`src/rtl/commit_stage_pkg.sv`:
```
// commit_stage_pkg: shared destination encodings, register selectors, FSM states and the captured step.
package commit_stage_pkg;
  localparam logic [1:0] OPND_DEST_NONE     = 2'd0;
  localparam logic [1:0] OPND_DEST_REG_1HOT = 2'd1;
  localparam logic [1:0] OPND_DEST_MEM_1HOT = 2'd2;
  localparam logic [2:0] REG_EAX = 3'd0;
  localparam logic [2:0] REG_ECX = 3'd1;
  localparam logic [2:0] REG_EDX = 3'd2;
  localparam logic [2:0] REG_EBX = 3'd3;
  localparam logic [2:0] REG_ESP = 3'd4;
  localparam logic [2:0] REG_EBP = 3'd5;
  localparam logic [2:0] REG_ESI = 3'd6;
  localparam logic [2:0] REG_EDI = 3'd7;
  typedef enum logic [1:0] {IDLE, COMMIT, FAULT} state_t;
  typedef struct packed {
    logic [1:0]  kind0;
    logic [31:0] sel0;
    logic [31:0] val0;
    logic [1:0]  kind1;
    logic [31:0] sel1;
    logic [31:0] val1;
    logic        reg_1byte;
    logic        op16;
    logic        h1w;
    logic [31:0] h1a;
    logic [31:0] h1d;
    logic        h2w;
    logic [31:0] h2a;
    logic [31:0] h2d;
    logic [31:0] next_eip;
  } step_t;
  // Byte selectors 4-7 name the high byte of regs 0-3, not regs 4-7.
  function automatic logic [2:0] reg_index(input logic [2:0] sel, input logic byte1);
    return byte1 ? {1'b0, sel[1:0]} : sel;
  endfunction
  function automatic logic dest_err(input logic [1:0] kind, input logic [31:0] sel, input logic [31:0] val, input step_t s);
    return kind == 2'b11 || (kind == OPND_DEST_MEM_1HOT &&
      !((s.h1w && s.h1a == sel && s.h1d == val) || (s.h2w && s.h2a == sel && s.h2d == val)));
  endfunction
endpackage

```
`src/rtl/commit_stage_reg_merge.sv`:
```
// reg_merge: merges a new value into an old register value at 8/16/32-bit width.
module reg_merge (
  input  logic [31:0] old_val,
  input  logic [31:0] new_val,
  input  logic        sel_hi,
  input  logic        reg_1byte,
  input  logic        op16,
  output logic [31:0] merged
);
  assign merged = reg_1byte ? (sel_hi ? {old_val[31:16], new_val[7:0], old_val[7:0]} : {old_val[31:8], new_val[7:0]})
                : op16 ? {old_val[31:16], new_val[15:0]} : new_val;
endmodule

```
`src/rtl/commit_stage.sv`:
```
// commit_stage: captures a retired step, then commits its register/eip writes or faults on a bad dest.
module commit_stage
  import commit_stage_pkg::*;
(
  input  logic        clk,
  input  logic        rst,
  input  logic        in_valid,
  output logic        in_ready,
  input  logic [1:0]  dest0_kind,
  input  logic [1:0]  dest1_kind,
  input  logic [31:0] dest0_sel,
  input  logic [31:0] dest1_sel,
  input  logic [31:0] dest0_val,
  input  logic [31:0] dest1_val,
  input  logic        reg_1byte,
  input  logic        prefix_operand_16bit,
  input  logic        hint1_is_write,
  input  logic        hint2_is_write,
  input  logic [31:0] hint1_address,
  input  logic [31:0] hint1_data,
  input  logic [31:0] hint2_address,
  input  logic [31:0] hint2_data,
  input  logic [31:0] next_eip,
  output logic [31:0] eax,
  output logic [31:0] ecx,
  output logic [31:0] edx,
  output logic [31:0] ebx,
  output logic [31:0] esp,
  output logic [31:0] ebp,
  output logic [31:0] esi,
  output logic [31:0] edi,
  output logic [31:0] eip,
  output logic [31:0] step_count,
  output logic        commit_pulse,
  output logic        fault
);
  state_t      state, state_n;
  step_t       cap;
  logic [31:0] regs [8];
  logic [31:0] regs_a [8];
  logic [31:0] regs_b [8];
  logic [31:0] eip_q, step_q, m0, m1;
  logic [2:0]  i0, i1;
  logic        err, commit_ok;
  assign i0 = reg_index(cap.sel0[2:0], cap.reg_1byte);
  assign i1 = reg_index(cap.sel1[2:0], cap.reg_1byte);
  reg_merge u_merge0 (.old_val(regs[i0]), .new_val(cap.val0), .sel_hi(cap.sel0[2]),
                      .reg_1byte(cap.reg_1byte), .op16(cap.op16), .merged(m0));
  reg_merge u_merge1 (.old_val(regs_a[i1]), .new_val(cap.val1), .sel_hi(cap.sel1[2]),
                      .reg_1byte(cap.reg_1byte), .op16(cap.op16), .merged(m1));
  // dest1 merges on top of dest0's result so it wins on overlapping bits.
  always_comb begin
    regs_a = regs;
    if (cap.kind0 == OPND_DEST_REG_1HOT) regs_a[i0] = m0;
  end
  always_comb begin
    regs_b = regs_a;
    if (cap.kind1 == OPND_DEST_REG_1HOT) regs_b[i1] = m1;
  end
  always_comb begin
    err       = dest_err(cap.kind0, cap.sel0, cap.val0, cap) | dest_err(cap.kind1, cap.sel1, cap.val1, cap);
    commit_ok = state == COMMIT && !err;
    state_n   = state == IDLE ? (in_valid ? COMMIT : IDLE) : state == COMMIT ? (err ? FAULT : IDLE) : FAULT;
  end
  always_ff @(posedge clk) begin
    if (rst) begin
      state  <= IDLE;
      regs   <= '{default: '0};
      eip_q  <= '0;
      step_q <= '0;
    end else begin
      state <= state_n;
      if (commit_ok) begin
        regs   <= regs_b;
        eip_q  <= cap.next_eip;
        step_q <= step_q + 32'd1;
      end
    end
  end
  always_ff @(posedge clk)
    if (state == IDLE && in_valid)
      cap <= '{kind0: dest0_kind, sel0: dest0_sel, val0: dest0_val, kind1: dest1_kind, sel1: dest1_sel,
               val1: dest1_val, reg_1byte: reg_1byte, op16: prefix_operand_16bit, h1w: hint1_is_write,
               h1a: hint1_address, h1d: hint1_data, h2w: hint2_is_write, h2a: hint2_address,
               h2d: hint2_data, next_eip: next_eip};
  assign in_ready     = state == IDLE;
  assign fault        = state == FAULT;
  assign commit_pulse = commit_ok;
  assign step_count   = step_q;
  assign eip          = eip_q;
  assign {eax, ecx, edx, ebx, esp, ebp, esi, edi} = {regs[0], regs[1], regs[2], regs[3], regs[4], regs[5], regs[6], regs[7]};
endmodule

```
`config.mk`:
```
export PLATFORM = sky130hd
export DESIGN_NAME = commit_stage
export DESIGN_NICKNAME = d
export VERILOG_FILES = /design/src/rtl/commit_stage_pkg.sv /design/src/rtl/commit_stage_reg_merge.sv /design/src/rtl/commit_stage.sv
export SDC_FILE = /design/constraint.sdc
export NUM_CORES = 2
export LEC_CHECK = 0
export ABC_AREA = 0
export ABC_CLOCK_PERIOD_IN_PS = 8850
export BUFFER_PORTS_ARGS = -buffer_cell sky130_fd_sc_hd__buf_2
export CORE_MARGIN = 5
export CORE_UTILIZATION = 35
export DETAILED_ROUTE_END_ITERATION = 16
export PLACE_DENSITY = 0.54
export SLEW_MARGIN = 20
export SYNTH_ARGS = -nofsm -noshare
export SYNTH_HDL_FRONTEND = slang
export SYNTH_SLANG_ARGS = --single-unit
```
`constraint.sdc`:
```
create_clock -name clk -period 8.85 [get_ports clk]
set_clock_uncertainty 0.15 [all_clocks]
set_input_delay 0.4425 -clock clk [delete_from_list [all_inputs] [get_ports clk]]
set_output_delay 0.4425 -clock clk [all_outputs]
set_load 0.02 [all_outputs]
```
# Word level (Yosys, flattened, before mapping)
# Cells that the tools add are included.
[classes]
add_sub_neg = 1
n_lt_le_gt_ge = 4
n_eq_ne = 16
muxes = 26
bitwise_logic = 3
n_reduce_logical = 22
[ops]
columns = ["cell", "count"]
rows = [
  ["bitwise mux 256 bit", 2],
  ["two-way mux 256 bit", 2],
  ["two-way mux 32 bit", 10],
  ["equality test 32 bit", 8],
  ["binary-select mux 32 bit (select 3 bit)", 2],
  ["demux 32 bit (select 3 bit)", 2],
  ["adder 32 x 1 -> 32 bit, second input constant", 1],
  ["two-way mux 16 bit", 2],
  ["logical AND 1 bit", 14],
  ["equality test 2 bit, second input constant", 5],
  ["greater-or-equal comparator 4 bit, second input constant", 2],
  ["< comparator 4 x 1 -> 1 bit, second input constant", 2],
  ["NOT 3 -> 4 bit", 2],
  ["equality test 2 x 1 -> 1 bit, second input constant", 3],
  ["two-way mux 2 bit", 3],
  ["two-way mux 3 bit", 2],
  ["logical OR 1 bit", 4],
  ["zero test 1 bit", 3],
  ["zero test 2 bit", 1],
  ["two-way mux 1 bit", 1],
  ["bitwise OR 1 bit", 1],
]
[word_totals]
reg_bits = 618
inputBits = 299
output_inout_bits = 323

# Depth between registers and ports, before layout
[logic_depth]
depth_word = 16
mapped_depth = 14
depth_no_buf = 9

# By module
# From an unflattened synthesis, not the netlist that was laid out.
[unflattened]
cells_unflattened = 3302
hier_area_um2 = 34399.2
[modules_own_cells]
columns = ["mod", "instances", "cells_each", "area_per_inst_um2", "seq_area_each_um2"]
rows = [
  ["commit_stage", 1, 3194, 33335.7, 15334.7],
  ["reg_merge", 2, 54, 531.8, 0.0],
]

# Least setup slack after synthesis
# Ideal clock, no wire load.
[synth_path]
kind = "flip-flop to flip-flop"
start = "register state[0]"
end = "register cap[0] (netlist bit), enable pin"
setup_time_ps = 694
arrival_ps = 7462
required_ps = 8006
path_slack_ps = 544
path_stages_with_launch = 3
cell_sequence = "dfxtp_1 > nor2_1 > and2_1"
[synth_between]
elab_chain_len = 2
[synth_rtl]
columns = ["element", "line_no", "text"]
rows = [
  ["start, declared", "commit_stage.sv:37", "state_t state, state_n;"],
  ["start signal, assigned", "commit_stage.sv:72", "state <= state_n;"],
  ["zero test 2 bit", "--", ""],
  ["via in_ready", "commit_stage.sv:8", "output logic in_ready,"],
  ["logical AND 1 bit", "commit_stage.sv:81", "if (state == IDLE && in_valid)"],
  ["end signal, assigned", "commit_stage.sv:82", "cap <= '{kind0: dest0_kind, sel0: dest0_sel, val0: dest0_val, kind1: dest1_kind, sel1: dest1_sel,"],
  ["end, declared", "commit_stage.sv:38", "step_t cap;"],
]
# The timed path passes the listed nets, and every way through them passes these cells.
# A chain may end at the register's enable or synchronous reset.

# Worst setup path in the final report
[layout_path]
start = "register cap[263] (netlist bit)"
end = "output port commit_pulse"
[layout_between]
elab_chain_len = 10
word_cells_on_any_way = 13
cone_classes = "2 x eq/ne; 1 x bitwise; 10 x reduce/logical"
[layout_rtl]
columns = ["element", "line_no", "text"]
rows = [
  ["equality test 32 bit", "commit_stage_pkg.sv:38", "!((s.h1w && s.h1a == sel && s.h1d == val) || (s.h2w && s.h2a == sel && s.h2d == val)));"],
  ["logical AND 1 bit (2 in a row)", "commit_stage_pkg.sv:38", ""],
  ["logical OR 1 bit *", "commit_stage_pkg.sv:38", ""],
  ["zero test 1 bit *", "commit_stage_pkg.sv:38", ""],
  ["logical AND 1 bit *", "commit_stage_pkg.sv:37", "return kind == 2'b11 || (kind == OPND_DEST_MEM_1HOT &&"],
  ["logical OR 1 bit *", "commit_stage_pkg.sv:37", ""],
  ["bitwise OR 1 bit *", "commit_stage.sv:61", "err = dest_err(cap.kind0, cap.sel0, cap.val0, cap) | dest_err(cap.kind1, cap.sel1, cap.val1, cap);"],
  ["zero test 1 bit *", "commit_stage.sv:62", "commit_ok = state == COMMIT && !err;"],
  ["logical AND 1 bit *", "commit_stage.sv:62", ""],
  ["end, declared", "commit_stage.sv:34", "output logic commit_pulse,"],
]
# Mark *: on every way between the ends. The rest lies on a longest branch, timed or not.

==> results.tsv <==
metric	value	unit
Seq/Total Area, Yosys	45.06	%
Crit-path slowest cell	nor4_1	
Syn Nets	3939	
first-pass GRT wire length	259.2	mm
Pwr per Cell Area	175.0	mW/mm²
path depth of the worst reg2reg path	11	
drc violations	0	
Clk Latency, worst-skew pair	0.66	ns
initial core utilization	35.25	%
initial antenna violation count	4	
final RePlAce weighted congestion	0.9836	
CTS tree	yes	
Slew Limit Fails	0	
multi-input logic area	0.01717	mm²
crit-path max FO	105	
wire length per cell	32.50	µm
worst path cell trace	xnor2_1 -> nand4_1 -> nor4_1 -> nand4_1 -> nor4_1 -> o22ai_4 -> buf_4 -> inv_8 -> buf_4 -> buf_2	
# setup viols final	0	
Vias	35776	
Post-Syn Area	0.03404	mm²
mean number of vias per cell	6.218	
Hold Fails Final Rpt	0	
Worst Hold Launch	rst	
Post-synth EDFFs	296	
total track usage	34.38	%
Seq cells post-synth	618	
violation count after the first detailed-routing iteration	4749	
static leakage	16.29	nW
Max VDD drop	0.0001610	V
worst hold slack	0.08920	ns
total die area	0.1036	mm²
Slew @ Worst Pin	1.211	ns
area fraction of the dominant cell type after synthesis	26.12	%
port bufs	621	
Endpoint, Worst Hold	step_count[27]$_SDFFE_PP0P_	
TNS Setup	0	ns
Clock Pin Slew Worst Setup and Hold Paths	0.06	ns
status	finished, final reports clean	
Placed Cells	5319	
WHS Path Cells	2	
Worst setup EP type	output pin	
most common cell after layout, fill and taps aside	buf_2	
Comb power frac	14.7	%
worst reg2reg path startpoint	cap[263]$_DFFE_PP_	
Layout area overhead	28.60	%
CP Class	flip-flop to output pin	
Fmax	162.7	MHz
Filler cells	9383	
switching share of power	29.45	%
Cells after Synth	3639	
Final Instance Area	0.04377	mm²
Worst Path Required	8.26	ns
Post-synth top flop	dfxtp_1	
htree depth	3	
Net count, final	4715	
Reg power frac	43.4	%
largest net degree at the start of global routing	183	
GRT overflow	0	
Root Buffer	clkbuf_16	
Final period util	69.45	%
RSZ-0062 raised after global routing	no	
DRT antenna net count	0	
clock buffer count from CTS	73	
Seq. cell area	0.01533	mm²
Cell variety after synth	90	
final cell count without fillers	5754	
P_int	0.005405	W
area leader, netlist	edfxtp_1	
CTS Sinks	618	
Core Area	0.09657	mm²
hpwl dp	133.0	mm
Net Sw Power	0.002256	W
synth warn	0	
vias in the first global route	34228	
Pwr Total	0.007661	W
Area after DPL	0.03828	mm²
top cells by area, synth	edfxtp_1 26%, dfxtp_1 19%, a21oi_1 5.0%	
worst rel slew slack	18.71	%
Worst Setup Start Kind	flip-flop	
reg-to-reg setup timing slack	3.48	ns
Mapped Avg Cell Area	9.353	µm²
Critical Path Max Stage Delay	0.78	ns
Pre-antenna DRT Iters	9	
Die Ht	321.8	µm
FP Rows	114	
final WL	187.0	mm
most frequent cells in the layout	620 x buf_2, 338 x a21oi_1, 322 x dfxtp_1	
share of layout cells above drive strength 1	21.36	%
Max Cap Viol	0	
clock tree buffer depth	3	
WP data arrival	5.55	ns
Ports	622	
minimum clock period	6.146	ns
Async SR Flop Fraction	0	%
Die W	321.8	µm
clock power share	41.9	%
FF-to-FF End	eax[6]$_SDFFE_PP0P_	
Hold Crit Class	input pin to flip-flop	
stage by stage:
stage	util, %	setup slack [ns]
after floorplan	-	0.5441
after global placement	39.64	3.535
after detailed placement	39.64	3.475
after CTS	45.32	2.745
after global routing	45.32	2.586
final	45.33	2.704
power groups by stage:
stage | sequential, W | combinational (W) | clock, W
final | 0.00333 | 0.00112 | 0.00321
after global routing | 0.00333 | 0.00116 | 0.00335
after global placement | 0.00338 | 0.000983 | 0
after detailed placement | 0.00338 | 0.000980 | 0
after CTS | 0.00332 | 0.00109 | 0.00323
after floorplan | 0.00334 | 0.000543 | 0
Yosys cell counts (20+ instances only):
library cell  number
a31oi_1           52
o31ai_1           39
a221oi_1          69
and2_1            42
o21ai_0          240
or3_1             22
o211ai_1          68
o221ai_1          21
xnor2_1          120
a211oi_1          87
a22oi_1           26
nor3_1            56
dfxtp_1          322
a22o_1            36
nand3_1           73
a21oi_1          338
mux2i_1          116
o22ai_1           62
mux2_2            34
o2bb2ai_1         20
nor2_1           257
clkbuf_1         194
mux4_2            40
nand4_1           49
xor2_1           105
nor4_1            48
nand2_1          326
inv_1            101
edfxtp_1         296
buf_1             21
buf_2             74
worst max-delay path: cells and delay by family (launching register included):
family | cells | cell delay, ns
AOI/OAI and AO/OA | 1 | 0.15
xor gates and xnor gates | 1 | 0.18
and+or+nand+nor | 4 | 1.80
buffers and inverters | 4 | 1.91
DFF | 1 | 0.77
layer usage:
metal / wire, µm / up-vias / part of all wire, % / global-route usage (%)
li1: - / 15308 / - / -
met2: 83600 / 2593 / 45 / 53.97
met4: 9563 / 2 / 5.1 / 14.22
met3: 23020 / 505 / 12 / 11.39
met5: 13 / - / 0.0070 / 0
met1: 70820 / 17368 / 38 / 43.71
what timing repair did:
item	CTS	global route
gates resized for setup	0	0
buffers inserted	0	0
hold endpoints to repair	297	0
hold buffers	297	0
worst max path at each step:
stage / slack, ns / endpoint / from
2_1_floorplan: 0.54 / cap[0]$_DFFE_PP_ / state[0]$_SDFF_PP0_
3_3_place_gp: 3.53 / commit_pulse / cap[263]$_DFFE_PP_
3_5_place_dp: 3.47 / commit_pulse / cap[263]$_DFFE_PP_
4_1_cts: 2.75 / commit_pulse / cap[263]$_DFFE_PP_
5_1_grt: 2.59 / commit_pulse / cap[263]$_DFFE_PP_
6_report: 2.70 / commit_pulse / cap[263]$_DFFE_PP_
logic make-up (layout without fill, tap and decap cells):
group,count (synthesis),count (layout),share of synthesized area [%]
and+or+nand+nor,975,975,13.52
AOI/OAI and AO/OA,1223,1223,23.47
buffers and inverters,407,1243,4.937
muxes,190,190,7.183
DFF,618,618,45.06
xor gates and xnor gates,225,225,5.790
other,0,3,0
adders and majority gates,1,1,0.03676
final cells by class:
type	instances	area share, %
repair buffers	1004	15.44
diodes	3	0.01715
multi-input cells	2614	39.22
inverters	104	0.9090
well taps	1276	3.647
clock buffers	96	4.819
flip-flops and latches	618	35.03
clock inverters	39	0.9119
state kept, by name (all words and copies together), names as in the netlist:
name	flops
esi	32
ebx	32
edx	32
ebp	32
step_count	32
cap	296
state	2
ecx	32
esp	32
eip	32
edi	32
eax	32
Power figures use the tool's default switching activity.
